**config.mk**
```make
export PLATFORM = sky130hd
export DESIGN_NAME = pipeline_perf_monitor
export DESIGN_NICKNAME = d
export VERILOG_FILES = /design/src/rtl/perf_mon_pkg.sv /design/src/rtl/perf_pc_history.sv /design/src/rtl/pipeline_perf_monitor.sv
export SDC_FILE = /design/constraint.sdc
export NUM_CORES = 2
export LEC_CHECK = 0
export CORE_MARGIN = 10
export CORE_UTILIZATION = 55
export CTS_BUF_LIST = sky130_fd_sc_hd__clkbuf_8
export CTS_CLUSTER_DIAMETER = 30
export DETAILED_ROUTE_END_ITERATION = 16
export GPL_TIMING_DRIVEN = 0
export PLACE_DENSITY = 0.77
export SLEW_MARGIN = 20
export SYNTH_ARGS = -nofsm -noshare
export SYNTH_HDL_FRONTEND = slang
export SYNTH_HIERARCHICAL = 1
export SYNTH_SLANG_ARGS = --single-unit
```
**constraint.sdc**
```tcl
create_clock -name clock -period 23.3 [get_ports clock]
set_input_delay 6.99 -clock clock [delete_from_list [all_inputs] [get_ports clock]]
set_output_delay 6.99 -clock clock [all_outputs]
set_load 0.02 [all_outputs]
```
**src/rtl/perf_mon_pkg.sv**
```systemverilog
// Shared definitions for the pipeline run monitor.
// Holds the FSM encoding, the NOP default, the loop_len width and the per-length detection threshold.
package perf_mon_pkg;

    localparam int unsigned LOOP_LEN_W        = 3;
    localparam logic [31:0] NOP_INSTR_DEFAULT = 32'h0000_0013;

    typedef enum logic [1:0] {
        ST_IDLE    = 2'd0,
        ST_RUN     = 2'd1,
        ST_HALTED  = 2'd2,
        ST_TIMEOUT = 2'd3
    } perf_state_e;

    // A single-instruction loop needs 3 repeats; longer loops need two full passes.
    function automatic int unsigned loop_threshold(input int unsigned len);
        return (len == 32'd1) ? 32'd3 : 32'd2 * len;
    endfunction

endpackage

```
**src/rtl/perf_pc_history.sv**
```systemverilog
// PC history ring with fill tracking, plus last PC/instruction registers.
// Produces one match flag per loop length L = 1..MAX_LOOP_LEN for the current sample.
module perf_pc_history
    import perf_mon_pkg::*;
#(
    parameter int unsigned HIST_DEPTH   = 16,
    parameter int unsigned MAX_LOOP_LEN = 4
) (
    input  logic                    clock,
    input  logic                    reset,
    input  logic                    clear,
    input  logic                    wr_en_i,
    input  logic [31:0]             pc_i,
    input  logic [31:0]             instr_i,
    output logic [MAX_LOOP_LEN-1:0] match_o
);

    localparam int unsigned PTR_W  = $clog2(HIST_DEPTH);
    localparam int unsigned FILL_W = PTR_W + 1;

    logic [31:0]       hist_q [HIST_DEPTH];
    logic [PTR_W-1:0]  wptr_q;
    logic [FILL_W-1:0] fill_q;
    logic [31:0]       prev_pc_q;
    logic [31:0]       prev_instr_q;

    always_ff @(posedge clock or posedge reset) begin
        if (reset) begin
            for (int i = 0; i < int'(HIST_DEPTH); i++) hist_q[i] <= '0;
            wptr_q       <= '0;
            fill_q       <= '0;
            prev_pc_q    <= '0;
            prev_instr_q <= '0;
        end else if (clear) begin
            for (int i = 0; i < int'(HIST_DEPTH); i++) hist_q[i] <= '0;
            wptr_q       <= '0;
            fill_q       <= '0;
            prev_pc_q    <= '0;
            prev_instr_q <= '0;
        end else if (wr_en_i) begin
            hist_q[wptr_q] <= pc_i;
            wptr_q         <= wptr_q + 1'b1;
            if (fill_q != FILL_W'(HIST_DEPTH)) fill_q <= fill_q + 1'b1;
            prev_pc_q      <= pc_i;
            prev_instr_q   <= instr_i;
        end
    end

    // The fill guard keeps a PC of 0 from matching the zeroed ring right after start.
    assign match_o[0] = (fill_q != '0) && (pc_i == prev_pc_q) && (instr_i == prev_instr_q);

    genvar gi;
    generate
        for (gi = 1; gi < int'(MAX_LOOP_LEN); gi++) begin : g_match
            logic [PTR_W-1:0] rd_idx;
            assign rd_idx      = wptr_q - PTR_W'(gi + 1);
            assign match_o[gi] = (fill_q >= FILL_W'(gi + 1)) && (pc_i == hist_q[rd_idx]);
        end
    endgenerate

endmodule

```
**src/rtl/pipeline_perf_monitor.sv**
```systemverilog
// Run monitor downstream of the datapath: counts cycles/retired instructions and detects program end.
// Optional stall counter built only when PERF_STALL_CNT_EN is defined.
module pipeline_perf_monitor
    import perf_mon_pkg::*;
#(
    parameter int unsigned HIST_DEPTH     = 16,
    parameter int unsigned MAX_LOOP_LEN   = 4,
    parameter int unsigned CNT_W          = 32,
    parameter int unsigned TIMEOUT_CYCLES = 2000,
    parameter logic [31:0] NOP_INSTR      = NOP_INSTR_DEFAULT
) (
    input  logic                  clock,
    input  logic                  reset,
    input  logic                  start,
    input  logic                  clear,
    input  logic [31:0]           pc_in,
    input  logic [31:0]           instr_in,
    input  logic                  stall_in,
    output logic                  running,
    output logic                  halted,
    output logic                  timeout,
    output logic [LOOP_LEN_W-1:0] loop_len,
    output logic [31:0]           halt_pc,
    output logic [CNT_W-1:0]      cycle_count,
    output logic [CNT_W-1:0]      instr_count,
    output logic [CNT_W-1:0]      stall_count
);

    localparam int unsigned MCNT_W = $clog2(2 * MAX_LOOP_LEN + 1);

    perf_state_e           state_q, state_d;
    logic                  halted_q, halted_d;
    logic                  timeout_q, timeout_d;
    logic [LOOP_LEN_W-1:0] loop_len_q, loop_len_d;
    logic [31:0]           halt_pc_q, halt_pc_d;
    logic [CNT_W-1:0]      cycle_q, cycle_d;
    logic [CNT_W-1:0]      instr_q, instr_d;

    logic                    run_en;
    logic [MAX_LOOP_LEN-1:0] match;
    logic [MAX_LOOP_LEN-1:0] hit;
    logic [LOOP_LEN_W-1:0]   hit_len;
    logic [CNT_W-1:0]        cyc_inc;
    logic                    timeout_hit;
    logic                    retire;

    assign run_en = (state_q == ST_RUN);

    perf_pc_history #(
        .HIST_DEPTH  (HIST_DEPTH),
        .MAX_LOOP_LEN(MAX_LOOP_LEN)
    ) u_hist (
        .clock   (clock),
        .reset   (reset),
        .clear   (clear),
        .wr_en_i (run_en),
        .pc_i    (pc_in),
        .instr_i (instr_in),
        .match_o (match)
    );

    genvar gi;
    generate
        for (gi = 0; gi < int'(MAX_LOOP_LEN); gi++) begin : g_loop
            localparam int unsigned THR = loop_threshold(gi + 1);
            logic [MCNT_W-1:0] mcnt_q;

            always_ff @(posedge clock or posedge reset) begin
                if (reset)       mcnt_q <= '0;
                else if (clear)  mcnt_q <= '0;
                else if (run_en) mcnt_q <= match[gi] ? mcnt_q + 1'b1 : '0;
            end

            assign hit[gi] = match[gi] && (mcnt_q == MCNT_W'(THR - 1));
        end
    endgenerate

    assign cyc_inc     = (cycle_q == '1) ? cycle_q : cycle_q + 1'b1;
    assign timeout_hit = (TIMEOUT_CYCLES != 0) && (cyc_inc == CNT_W'(TIMEOUT_CYCLES));
    assign retire      = (instr_in != NOP_INSTR) && !stall_in;

    always_comb begin
        state_d    = state_q;
        halted_d   = halted_q;
        timeout_d  = timeout_q;
        loop_len_d = loop_len_q;
        halt_pc_d  = halt_pc_q;
        cycle_d    = cycle_q;
        instr_d    = instr_q;
        hit_len    = '0;
        // Descending scan so the shortest matching loop is the one reported.
        for (int l = int'(MAX_LOOP_LEN); l >= 1; l--) begin
            if (hit[l-1]) hit_len = LOOP_LEN_W'(l);
        end
        if (clear) begin
            state_d    = ST_IDLE;
            halted_d   = 1'b0;
            timeout_d  = 1'b0;
            loop_len_d = '0;
            halt_pc_d  = '0;
            cycle_d    = '0;
            instr_d    = '0;
        end else begin
            case (state_q)
                ST_IDLE: if (start) state_d = ST_RUN;
                ST_RUN: begin
                    cycle_d = cyc_inc;
                    if (retire && (instr_q != '1)) instr_d = instr_q + 1'b1;
                    if (hit_len != '0) begin
                        state_d    = ST_HALTED;
                        halted_d   = 1'b1;
                        loop_len_d = hit_len;
                        halt_pc_d  = pc_in;
                    end else if (timeout_hit) begin
                        state_d   = ST_TIMEOUT;
                        timeout_d = 1'b1;
                    end
                end
                default: ;
            endcase
        end
    end

    always_ff @(posedge clock or posedge reset) begin
        if (reset) begin
            state_q    <= ST_IDLE;
            halted_q   <= 1'b0;
            timeout_q  <= 1'b0;
            loop_len_q <= '0;
            halt_pc_q  <= '0;
            cycle_q    <= '0;
            instr_q    <= '0;
        end else begin
            state_q    <= state_d;
            halted_q   <= halted_d;
            timeout_q  <= timeout_d;
            loop_len_q <= loop_len_d;
            halt_pc_q  <= halt_pc_d;
            cycle_q    <= cycle_d;
            instr_q    <= instr_d;
        end
    end

`ifdef PERF_STALL_CNT_EN
    logic [CNT_W-1:0] stall_q;

    always_ff @(posedge clock or posedge reset) begin
        if (reset)                                     stall_q <= '0;
        else if (clear)                                stall_q <= '0;
        else if (run_en && stall_in && stall_q != '1)  stall_q <= stall_q + 1'b1;
    end

    assign stall_count = stall_q;
`else
    assign stall_count = '0;
`endif

    assign running     = run_en;
    assign halted      = halted_q;
    assign timeout     = timeout_q;
    assign loop_len    = loop_len_q;
    assign halt_pc     = halt_pc_q;
    assign cycle_count = cycle_q;
    assign instr_count = instr_q;

endmodule

```
==> metrics.csv <==
stage,metric,value,unit
worst_setup_path,CP max FO,10,
worst_setup_path,crit path DAT,12.64,ns
place,HPWL after detailed placement,136,mm
clocking,Root Driver,clkbuf_8,
worst_setup_path,worst r2r path cells,23,
place,GPL Wtd Cong,1.11,
detailed_routing,drt wl/cell,37.9,um
flow_run,max-cap viol count,0,
clocking,CTS tree,yes,
sta,measured slew at the worst slew-check pin,1.33,ns
synthesis,post-synth top area share,42.3,%
layout,utilization after layout,65.7,%
synthesis,xor-xnor portion of the synthesized cell area,5.11,%
power_and_ir_drop,"Power, Total",0.00342,W
floorplanning,Die Height,295,um
floorplanning,Die ar.,87200,um^2
clocking,Post-CTS Resized,0,
worst_setup_path,CP Launch Point,pc_in[26],
place,placed cell areas,45200,um^2
floorplanning,width of the die,295,um
synthesis,leading area contributor after synthesis,dfrtp_1,
synthesis,cells taking the most area after synthesis,"dfrtp_1 42%, mux4_2 24%, nand2_1 6.8%",
sta,Final Cycle Share,51.1,%
synthesis,Gate Count Post-Synth,3719,
worst_setup_path,Startpoint Class,input pin,
synthesis,post-synthesis compound-gate area fraction,8.52,%
worst_setup_path,Reg2Reg Setup Slack,12.65,ns
sta,setup TNS,0,ns
worst_setup_path,CP Capture Type,register,
sta,f_max,84.1,MHz
hold_path,Worst Hold Class,register to register,
synthesis,largest family of logic cells by synthesized area,multiplexers,
floorplanning,Rows,100,
detailed_routing,antenna-violating nets left,0,
synthesis,synth warn,6,
power_and_ir_drop,leakage,20.3,nW
synthesis,Yosys cell types,77,
clocking,CTS max path bufs,3,
clocking,htree depth,4,
power_and_ir_drop,maximum VDD drop,0.0000601,V
floorplanning,Starting Density,55.7,%
detailed_routing,Routed WL,198,mm
worst_setup_path,Setup CP Type,input pin to register,
sta,final setup fails,0,
synthesis,Synth Area in Adders,0.660,%
grt,antenna violations before repair,7,
detailed_routing,first-iteration detailed-routing DRC count,6795,
sta,relative slew slack,10.4,%
power_and_ir_drop,pwr/cell area,69.7,nW/um^2
clocking,hold_buf cts,0,
grt,GRT Util Overall,45.1,%
synthesis,ys async rst share,100,%
worst_setup_path,Worst EP required,24.05,ns
clocking,Setup Buffers After CTS,0,
worst_setup_path,FF-to-FF Start,u_hist/wptr_q[1],
sta,Final Hold Fails,0,
place,Placement Setup Slack,10.93,ns
sta,Slew Limit Fails,0,
layout,layout cells sized above 1,21.7,%
clocking,Clock Sinks,704,
clocking,"Reg clk slew, reported paths",0.06,ns
floorplanning,Core Footprint,74800,um^2
synthesis,mux cell area share after synthesis,27.0,%
synthesis,top_reg_cell synth,dfrtp_1,
synthesis,"Seq/Total Area, Yosys",42.3,%
clocking,worst skew pair latency,0.85,ns
layout,Layout area overhead,17.9,%
synthesis,Simple-Gate Fraction of Synth Area,11.8,%
sta,crit path time final,11.90,ns
synthesis,top post-synthesis cells by count,"758 x nand2_1, 704 x dfrtp_1, 532 x o21ai_0, 452 x mux4_2, 226 x clkbuf_1",
synthesis,Post-synth EDFFs,0,
synthesis,Mapped Area,41700,um^2
place,I/O Buffers,170,
worst_setup_path,Worst R2R End,halt_pc[9],
status,outcome,"finished, final reports clean",
sta,PnR worst setup slack,11.40,ns
grt,first-pass GRT wire length,274,mm
grt,total gr overflow,0,
sta,Worst Skew,0.0292,ns
detailed_routing,Vias/cell,7.30,
layout,final net count,4198,
grt,vias in the first global route,36700,
detailed_routing,detailed-route DRC error count,0,
synthesis,Mean Syn Cell Area,11.2,um^2
detailed_routing,Pre-antenna DRT Iters,9,
synthesis,register bit count reported by yosys,704,
worst_setup_path,crit path capture,halt_pc[9],
synthesis,most frequent cell after synthesis,nand2_1,
layout,fill cell count,5844,
sta,RSZ-0062 raised after global routing,no,
layout,final instance area,49100,um^2
grt,largest net degree at the start of global routing,75,
clocking,TritonCTS buffer count,161,
detailed_routing,via count,38100,
floorplanning,# IOs,203,
routing by layer:
layer | vias to the layer above | GRT usage (%) | share of wire (%)
li1 | 14300 | - | -
met1 | 18700 | 50.6 | 32
met2 | 3881 | 61.5 | 40
met3 | 1110 | 27.1 | 18
met4 | 12 | 34.8 | 9.7
met5 | - | 2.32 | 0.16
worst min-delay path by stage:
stage | from | to | slack (ns) | depth (start not counted)
2_1_floorplan | u_hist/prev_pc_q[0] | u_hist/prev_pc_q[0] | 0.47 | 2
3_3_place_gp | u_hist/prev_pc_q[22] | u_hist/prev_pc_q[22] | 0.48 | 2
5_1_grt | u_hist/prev_pc_q[4] | u_hist/prev_pc_q[4] | 0.52 | 2
6_report | u_hist/prev_pc_q[1] | u_hist/prev_pc_q[1] | 0.50 | 2
4_1_cts | u_hist/prev_pc_q[21] | u_hist/prev_pc_q[21] | 0.50 | 2
3_5_place_dp | u_hist/prev_pc_q[12] | u_hist/prev_pc_q[12] | 0.48 | 2
flip-flops by register name, summed over array words and instances, names as in the netlist:
register	count
u_hist/prev_pc_q	32
u_hist/hist_q	512
cycle_count	32
halt_pc	32
instr_count	32
loop_len	3
state_q	2
u_hist/fill_q	5
halted	1
u_hist/wptr_q	4
timeout	1
u_hist/prev_instr_q	32
g_loop.mcnt_q	16
worst max-delay path, stage by stage:
cell,delay (ns)
clkdlybuf4s50_1,0.53
clkbuf_1,0.73
xor2_1,0.35
nor4_1,0.81
nand4_1,0.21
nor3_1,1.11
nand3b_1,0.22
nand2b_1,0.20
or2_2,0.17
and2_1,0.12
clkbuf_1,0.32
clkbuf_1,0.55
nand2_1,0.13
a21oi_1,0.17
where the power goes:
group	switching (W)	internal (W)	leakage, nW	total [W]
sequential	0.0000162	0.00124	9.79	0.00125
combinational	0.000357	0.000133	8.51	0.000490
clock	0.000645	0.00103	2.02	0.00168
final cells by class:
cell class | instances | area [um^2] | share of cell area [%]
Sequential cell | 704 | 17600 | 35.9
Multi-Input combinational cell | 2656 | 22300 | 45.4
Buffer | 370 | 1880 | 3.83
Clock buffer | 181 | 2490 | 5.07
Antenna cell | 10 | 25.0 | 0.0509
Clock inverter | 109 | 1340 | 2.73
Timing Repair Buffer | 194 | 2190 | 4.46
Inverter | 20 | 83.8 | 0.171
Tap cell | 969 | 1210 | 2.47
cell families (layout without fill, tap and decap cells):
logic type,after synthesis,after routing
buffers and inverters,390,874
and+or+nand+nor,1138,1138
other,1,42
muxes,558,558
xor gates and xnor gates,237,237
DFF,704,704
AOI/OAI and AO/OA,669,669
adders and majority gates,22,22
layout by cell type, fill, tap and decap left out, types with 19 or more instances in the layout:
cell	n
nand2_1	758
dfrtp_1	704
o21ai_0	532
mux4_2	452
clkbuf_1	213
clkbuf_8	181
clkdlybuf4s50_1	170
xor2_1	155
nor2_1	145
mux2i_1	100
xnor2_1	77
a21oi_1	69
buf_2	67
nand4_1	51
buf_4	48
inv_1	45
nor4_1	38
nand3_1	35
conb_1	32
bufinv_16	28
ha_1	22
clkinv_2	22
buf_12	22
a31oi_1	20
nor3_1	19
through the flow:
stage / hold WS (ns) / cells
after floorplan: 0.467 / 3750
after global placement: 0.479 / 4889
after detailed placement: 0.484 / 4912
after CTS: 0.501 / 5202
after global routing: 0.525 / 5204
final: 0.504 / 5213
(Power assumes the default switching activity.)
